### config.mk
export PLATFORM = sky130hd
export DESIGN_NAME = elevator_call_dispatcher
export DESIGN_NICKNAME = d
export VERILOG_FILES = /design/src/rtl/elevator_pkg.sv /design/src/rtl/elevator_call_selector.sv /design/src/rtl/elevator_call_dispatcher.sv
export SDC_FILE = /design/constraint.sdc
export NUM_CORES = 1
export LEC_CHECK = 0
export CAP_MARGIN = 10
export CELL_PAD_IN_SITES_DETAIL_PLACEMENT = 1
export CELL_PAD_IN_SITES_GLOBAL_PLACEMENT = 1
export CORE_ASPECT_RATIO = 1.1
export CORE_UTILIZATION = 40
export DETAILED_ROUTE_END_ITERATION = 7
export PLACE_DENSITY = 0.87
export SKIP_CTS_REPAIR_TIMING = 1
export SLEW_MARGIN = 40
export SYNTH_ARGS = -nofsm -noshare
export SYNTH_HDL_FRONTEND = slang
export SYNTH_SLANG_ARGS = --single-unit
### constraint.sdc
create_clock -name clk -period 2.6 [get_ports clk]
set_input_delay 0.52 -clock clk [delete_from_list [all_inputs] [get_ports clk]]
set_output_delay 0.52 -clock clk [all_outputs]
set_load 0.05 [all_outputs]
### src/rtl/elevator_pkg.sv
// Shared encodings for the elevator call dispatcher: status codes, FSM states, travel direction.
package elevator_pkg;

    localparam logic [1:0] ST_IDLE = 2'b00;
    localparam logic [1:0] ST_UP   = 2'b01;
    localparam logic [1:0] ST_DOWN = 2'b10;

    localparam int unsigned DEF_NUM_FLOORS = 4;
    localparam int unsigned DEF_FLOOR_W    = $clog2(DEF_NUM_FLOORS);

    typedef enum logic [1:0] {
        StIdle,
        StMoving,
        StDwell,
        StFault
    } disp_state_e;

    typedef enum logic {
        DirUp,
        DirDown
    } dir_e;

endpackage

### src/rtl/elevator_call_selector.sv
// SCAN target selection: current floor first, then nearest call ahead in dir, else nearest behind.
module elevator_call_selector
    import elevator_pkg::*;
#(
    parameter  int unsigned NUM_FLOORS = DEF_NUM_FLOORS,
    localparam int unsigned FLOOR_W    = $clog2(NUM_FLOORS)
) (
    input  logic [NUM_FLOORS-1:0] pending,
    input  logic [FLOOR_W-1:0]    current_floor,
    input  dir_e                  dir,
    output logic [FLOOR_W-1:0]    target,
    output dir_e                  new_dir,
    output logic                  found
);

    logic               cur_hit;
    logic               up_found;
    logic               dn_found;
    logic [FLOOR_W-1:0] up_tgt;
    logic [FLOOR_W-1:0] dn_tgt;

    always_comb begin
        cur_hit  = 1'b0;
        up_found = 1'b0;
        dn_found = 1'b0;
        up_tgt   = '0;
        dn_tgt   = '0;
        // Downward scan leaves the lowest floor above current in up_tgt.
        for (int f = int'(NUM_FLOORS) - 1; f >= 0; f--) begin
            if (pending[f] && (f > int'(current_floor))) begin
                up_found = 1'b1;
                up_tgt   = FLOOR_W'(f);
            end
        end
        for (int f = 0; f < int'(NUM_FLOORS); f++) begin
            if (pending[f] && (f < int'(current_floor))) begin
                dn_found = 1'b1;
                dn_tgt   = FLOOR_W'(f);
            end
            if (pending[f] && (f == int'(current_floor))) begin
                cur_hit = 1'b1;
            end
        end
    end

    always_comb begin
        target  = '0;
        new_dir = dir;
        found   = cur_hit | up_found | dn_found;
        if (cur_hit) begin
            target = current_floor;
        end else if (dir == DirUp) begin
            if (up_found) begin
                target = up_tgt;
            end else begin
                target  = dn_tgt;
                new_dir = DirDown;
            end
        end else begin
            if (dn_found) begin
                target = dn_tgt;
            end else begin
                target  = up_tgt;
                new_dir = DirUp;
            end
        end
    end

endmodule

### src/rtl/elevator_call_dispatcher.sv
// Latches hall calls, dispatches SCAN targets to the elevator FSM and holds a door dwell.
// Optional MOVING watchdog with sticky fault enabled by DISPATCH_TIMEOUT_EN.
module elevator_call_dispatcher
    import elevator_pkg::*;
#(
    parameter  int unsigned NUM_FLOORS     = DEF_NUM_FLOORS,
    parameter  int unsigned DWELL_CYCLES   = 3,
    parameter  int unsigned TIMEOUT_CYCLES = 64,
    localparam int unsigned FLOOR_W        = $clog2(NUM_FLOORS)
) (
    input  logic                  clk,
    input  logic                  rst,
    input  logic [NUM_FLOORS-1:0] call_btn,
    input  logic [FLOOR_W-1:0]    current_floor,
    input  logic [1:0]            elevator_status,
    output logic [FLOOR_W-1:0]    request_floor,
    output logic [NUM_FLOORS-1:0] pending_calls,
    output logic                  busy,
    output logic                  fault
);

    localparam int unsigned DWELL_W = $clog2(DWELL_CYCLES + 1);

    disp_state_e           state_q, state_d;
    dir_e                  dir_q, dir_d;
    logic [FLOOR_W-1:0]    req_q, req_d;
    logic [NUM_FLOORS-1:0] pend_q, pend_d;
    logic [DWELL_W-1:0]    dwell_q, dwell_d;
    logic [NUM_FLOORS-1:0] clear_mask;
    logic [FLOOR_W-1:0]    sel_target;
    dir_e                  sel_dir;
    logic                  sel_found;
    logic                  arrived;

`ifdef DISPATCH_TIMEOUT_EN
    localparam int unsigned WDOG_W = $clog2(TIMEOUT_CYCLES + 1);
    logic [WDOG_W-1:0] wdog_q, wdog_d;
    logic              fault_q, fault_d;
`endif

    elevator_call_selector #(
        .NUM_FLOORS(NUM_FLOORS)
    ) u_selector (
        .pending       (pend_q),
        .current_floor (current_floor),
        .dir           (dir_q),
        .target        (sel_target),
        .new_dir       (sel_dir),
        .found         (sel_found)
    );

    assign arrived = (current_floor == req_q) && (elevator_status == ST_IDLE);

    always_comb begin
        state_d    = state_q;
        dir_d      = dir_q;
        req_d      = req_q;
        dwell_d    = dwell_q;
        clear_mask = '0;
`ifdef DISPATCH_TIMEOUT_EN
        wdog_d     = wdog_q;
        fault_d    = fault_q;
`endif
        case (state_q)
            StIdle: begin
                if (sel_found) begin
                    req_d   = sel_target;
                    dir_d   = sel_dir;
                    state_d = StMoving;
`ifdef DISPATCH_TIMEOUT_EN
                    wdog_d  = '0;
`endif
                end
            end
            StMoving: begin
                if (arrived) begin
                    clear_mask = NUM_FLOORS'(1) << req_q;
                    dwell_d    = DWELL_W'(DWELL_CYCLES - 1);
                    state_d    = StDwell;
`ifdef DISPATCH_TIMEOUT_EN
                end else if (wdog_q == WDOG_W'(TIMEOUT_CYCLES - 1)) begin
                    fault_d = 1'b1;
                    state_d = StFault;
                end else begin
                    wdog_d = wdog_q + 1'b1;
`endif
                end
            end
            StDwell: begin
                if (dwell_q == '0) begin
                    state_d = StIdle;
                end else begin
                    dwell_d = dwell_q - 1'b1;
                end
            end
            default: ;
        endcase
        // Clear of the served floor wins over a same-cycle press.
        pend_d = (pend_q | call_btn) & ~clear_mask;
    end

    always_ff @(posedge clk) begin
        if (rst) begin
            state_q <= StIdle;
            dir_q   <= DirUp;
            req_q   <= '0;
            pend_q  <= '0;
            dwell_q <= '0;
`ifdef DISPATCH_TIMEOUT_EN
            wdog_q  <= '0;
            fault_q <= 1'b0;
`endif
        end else begin
            state_q <= state_d;
            dir_q   <= dir_d;
            req_q   <= req_d;
            pend_q  <= pend_d;
            dwell_q <= dwell_d;
`ifdef DISPATCH_TIMEOUT_EN
            wdog_q  <= wdog_d;
            fault_q <= fault_d;
`endif
        end
    end

    assign request_floor = req_q;
    assign pending_calls = pend_q;
    assign busy          = (state_q == StMoving) || (state_q == StDwell);
`ifdef DISPATCH_TIMEOUT_EN
    assign fault = fault_q;
`else
    assign fault = 1'b0;
`endif

endmodule

After elaboration in Yosys (flattened, before gate mapping)

Cells that the tools add are included.
Widths: inputs -> output; s select.

$add $sub $neg: 1
Reductions and logical operators: 22
Multiplexer cells: 30
Equality and inequality tests: 10
Shifts and indexed selects: 1
$mul: 0
Bitwise logic cells: 6
Divide/modulo/power cells: 0
$lt $le $gt $ge: 6

Operators with widths:

| kind                | count |
|---|---|
| $mux 2              | 12 |
| $mux 1              | 14 |
| $logic_and 1x1->1   | 11 |
| $logic_not 2->1     | 4 |
| $mux 4              | 2 |
| $ne 2x2->1 const B  | 4 |
| $pmux 2 s3          | 1 |
| $reduce_and 3->1    | 2 |
| $and 4x4->4         | 1 |
| $eq 2x2->1 const A  | 2 |
| $gt 2x2->1 const A  | 2 |
| $lt 1x2->1 const A  | 2 |
| $not 4->4           | 1 |
| $or 4x4->4          | 1 |
| $pmux 2 s2          | 1 |
| $reduce_and 4->1    | 1 |
| $shl 1x2->4 const A | 1 |
| $reduce_bool 3->1   | 1 |
| $eq 1x2->1 const A  | 1 |
| $eq 2x1->1 const B  | 1 |
| $eq 2x2->1          | 1 |
| $eq 2x2->1 const B  | 1 |
| $gt 1x2->1 const A  | 1 |
| $lt 2x2->1 const A  | 1 |
| 6 further kinds     | 7 |

Output and inout bits: 8
Word-level logic and storage cells: 81
Bits in read-only memories: 0
Memory bits (writable): 0
Register bits after elaboration: 11
Input bits: 10
Memories kept: 0
Bits in latches: 0

Depth between registers and ports, before layout

Word-level depth: 10
Gate-level depth with buffers: 7
Gate-level depth less buffers: 6

Modules after synthesis

A second synthesis with hierarchy kept.

Cell total of the unflattened synthesis: 107
Area total of the unflattened synthesis: 890.9 µm²

Modules (own cells, without submodules):

| module                   | sequential area each (µm²) | cells an instance | times used | area an instance (µm²) |
|---|---|---|---|---|
| elevator_call_dispatcher | 220.2                      | 67                | 1          | 603.1 |
| elevator_call_selector   | 0.0                        | 40                | 1          | 287.8 |

Worst setup path after synthesis

OpenSTA, ideal clock, no wires.

Path type: register to register
From: register req_q[1], in the netlist request_floor[1]
To: register state_q[0]
Path slack: 0.687 ns
Data required time: 2.477 ns
Arrival time: 1.789 ns
Cell stages (with the launch flop): 5
Period minus slack after synthesis: 1.913 ns
Buffers on the path: 0
Path through: dfxtp_1 -> xor2_1 -> or3_4 -> a21oi_2 -> mux2_1

Cells in the longest elaborated chain, start to end: 4

Ends and longest elaborated chain:

| what                              | line                            | source |
|---|---|---|
| start, declared                   | elevator_call_dispatcher.sv:26  | `logic [FLOOR_W-1:0] req_q, req_d;` |
| start signal, assigned            | elevator_call_dispatcher.sv:116 | `req_q <= req_d;` |
| $eq 2x2->1                        | elevator_call_dispatcher.sv:52  | `assign arrived = (current_floor == req_q) && (elevator_status == ST_IDLE);` |
| $logic_and 1x1->1                 | elevator_call_dispatcher.sv:52  |  |
| $ne 2x2->1 (no source line)       | -                               |  |
| $reduce_and 4->1 (no source line) | -                               |  |
| end signal, assigned              | elevator_call_dispatcher.sv:104 | `state_q <= StIdle;` |
| end signal, assigned              | elevator_call_dispatcher.sv:114 | `state_q <= state_d;` |
| end, declared                     | elevator_call_dispatcher.sv:24  | `disp_state_e state_q, state_d;` |

Every way passes these cells.
A chain may end at the register's enable or synchronous reset.

Worst setup path in the final report

From: register state_q[0]
To: output busy

Cells in the longest elaborated chain, start to end: 2
Elaborated cells between the ends (all ways): 3
Classes of those cells: eq/ne: 2; reduce/logical: 1

Ends and longest elaborated chain:

| what                                            | line                            | source |
|---|---|---|
| $eq 2x1->1 / $eq 2x2->1 (equally long branches) | elevator_call_dispatcher.sv:128 | `assign busy = (state_q == StMoving) \|\| (state_q == StDwell);` |
| $logic_or 1x1->1 (*)                            | elevator_call_dispatcher.sv:128 |  |
| end, declared                                   | elevator_call_dispatcher.sv:18  | `output logic busy,` |

Mark *: on every way between the ends. The rest lies on a longest branch, timed or not.

==> results_dict.tcl <==
set metrics [dict create \
    crit_path_max_fanout 3 \
    fin_tns_setup_ns 0 \
    cts_made_buffers 3 \
    clock_skew_ns 0.000549 \
    reg2reg_from "state_q[0]" \
    final_area_um2 1110 \
    hp-start "state_q[1]" \
    drc_errors 0 \
    cts_tree "yes" \
    ys_top_cells_by_area "dfxtp_1 (24%), ha_1 (6.9%), inv_1 (4.2%)" \
    core-area_um2 2060 \
    grt_max_degree 14 \
    maxCapViolCount 0 \
    yosysTopAreaCellShare_pct 24.4 \
    die_y_um 51.8 \
    fin_crit_sh_pct 91.1 \
    worst_hold_path_type "reg2reg" \
    place_area_um2 1080 \
    ant_nets 0 \
    port_buffers 16 \
    drive_gt1_share_pct 10.2 \
    die_area_um2 2450 \
    rrSetupSlack_ns 0.78 \
    critPathKind "reg2out" \
    mappedNetlistArea_um2 901 \
    instances_no_fill 155 \
    start_kind "flip-flop" \
    status "finished clean" \
    globalplace.congestion 0.799 \
    syn_inst 111 \
    synth_top_area_cell "dfxtp_1" \
    hold_depth 2 \
    path_clk_slew_ns 0.08 \
    dp_cells 151 \
    antenna_cells 0 \
    cts-root-buf "clkbuf_4" \
    fmax_mhz 422 \
    clock_sinks 11 \
    dp_hpwl_mm 2.06 \
    grt_setup_unrepaired "false" \
    antenna_found_initial 0 \
    slew_headroom_pct 66.4 \
    overflow 0 \
    setup_viol 0 \
    final_hold_viol_count 0 \
    worst_ep_arrival_time_ns 1.85 \
    power_density_nw_per_um2 832 \
    viasPerCell 6.08 \
    cellLeakagePower_nw 0.441 \
    synth_cell_types 44 \
    via_count 942 \
    synthArstFlopShare_pct 0 \
    grt_pass1_wl_mm 4.44 \
    grtUsageTotal_pct 26.0 \
    worst-endpoint-required_ns 2.08 \
    ys_seq_elements 11 \
    synth_nets 126 \
    wl_per_cell_um 17.3 \
    worst_pin_slew_ns 0.502 \
    syn_to_final_growth_pct 22.9 \
    fin_util_pct 53.7 \
    start_util_pct 43.7 \
    ys.warnings.count 0 \
    worst_setup_path_end_kind "output port" \
    die_w_um 47.3 \
    reg2reg_to "state_q[0]" \
    synth_seq_area_share_pct 24.4 \
    drtPass1Iterations 4 \
    min_to "state_q[1]" \
    nets 143 \
    grt_pass1_vias 937 \
    clock_latency_ns 0.28 \
    synth_edf_count 0 \
    peakVddDrop_mv 0.583 \
    rows 17 \
    worst_r2r_path_depth 6 \
    clockBufferDepth 2 \
    wl_mm 2.68 \
    avgSynthCellArea_um2 8.12 \
    synthFlopType "dfxtp_1" \
    drt_iter0_markers 19 \
    final_max_slew_viol_count 0 \
    finalCriticalPeriod_ns 2.37 \
    io_pins 18 \
    htree_num_levels 1 \
]
metal layers:
layer	routed length (um)	part of all wire (%)	vias up	track usage (%)
li1	-	-	436	-
met1	1080	40	456	32.6
met2	1380	51	41	42.2
met3	140	5.2	9	3.47
met4	83	3.1	0	12.9
met5	0	0	-	0
per-stage QoR:
step	setup slack, ns	power (mW)	hold WS [ns]
finish	0.231	0.921	0.535
global route	0.166	0.983	0.565
CTS	0.215	0.923	0.544
detailed placement	0.292	0.793	0.533
global placement	0.384	0.758	0.514
floorplan	0.687	0.642	0.481
worst max path at each step:
| stage | from | slack (ns) | to |
|---|---|---|---|
| floorplan | request_floor[1] | 0.69 | state_q[0] |
| global placement | current_floor[1] | 0.38 | state_q[0] |
| detailed placement | current_floor[0] | 0.29 | request_floor[1] |
| CTS | state_q[0] | 0.22 | busy |
| global route | state_q[0] | 0.17 | busy |
| finish | state_q[0] | 0.23 | busy |
layout by cell type (no fill, tap or decap), types with 2 or more instances in the layout:
cell type,netlist,routed
clkdlybuf4s50_1,0,16
dfxtp_1,11,11
inv_1,10,10
nor2_1,9,9
nand2_1,7,7
ha_1,5,5
a211oi_1,4,4
nand2b_1,4,4
o21bai_1,3,3
nor2b_1,3,3
mux2i_1,3,3
a31oi_1,3,3
o21ai_0,3,3
nand3_1,3,3
clkbuf_4,0,3
buf_4,2,3
xor2_1,2,2
a41oi_1,2,2
nor3b_1,2,2
a21oi_1,2,2
o221ai_1,2,2
a21o_1,2,2
and3b_1,2,2
nand4_1,2,2
sequential cells by signal, indices dropped and copies added, names as in the netlist:
signal	cells
pending_calls	4
dir_q	1
request_floor	2
dwell_q	2
state_q	2
where the power goes:
group | switching, mW | internal [mW] | leakage (nW)
Clock | 0.0670 | 0.0597 | 0.0150
Combinational | 0.314 | 0.205 | 0.335
Sequential | 0.0627 | 0.212 | 0.0913
Total | 0.444 | 0.477 | 0.441
cells by family after synthesis:
| family | synth area share [%] |
|---|---|
| AOI/OAI and AO/OA | 25.3 |
| xor gates and xnor gates | 1.94 |
| adders and majority gates | 6.94 |
| buffers and inverters | 8.33 |
| DFF | 24.4 |
| muxes | 6.25 |
| other | 0.416 |
| and+or+nand+nor | 26.4 |
synth_stat cells, types with 3 or more instances:
library cell,instances
ha_1,5
buf_2,3
nor2b_1,3
dfxtp_1,11
o21bai_1,3
o21ai_0,3
nor2_1,9
nand3_1,3
a211oi_1,4
nand2b_1,4
inv_1,10
mux2i_1,3
nand2_1,7
a31oi_1,3
critical path, cell delays in order (launching register included):
cell and delay [ns]:
dfxtp_1 0.37, inv_1 0.09, ha_1 0.30, clkdlybuf4s50_1 0.80
area by class of cell:
type / count / area [um2]
Clock buffer: 4 / 26.3
Inverter: 10 / 37.5
Multi-Input combinational cell: 83 / 606
Sequential cell: 11 / 220
Tap cell: 28 / 35.0
Fill cell: 261 / 956
Timing Repair Buffer: 19 / 183
(Power assumes the default switching activity.)
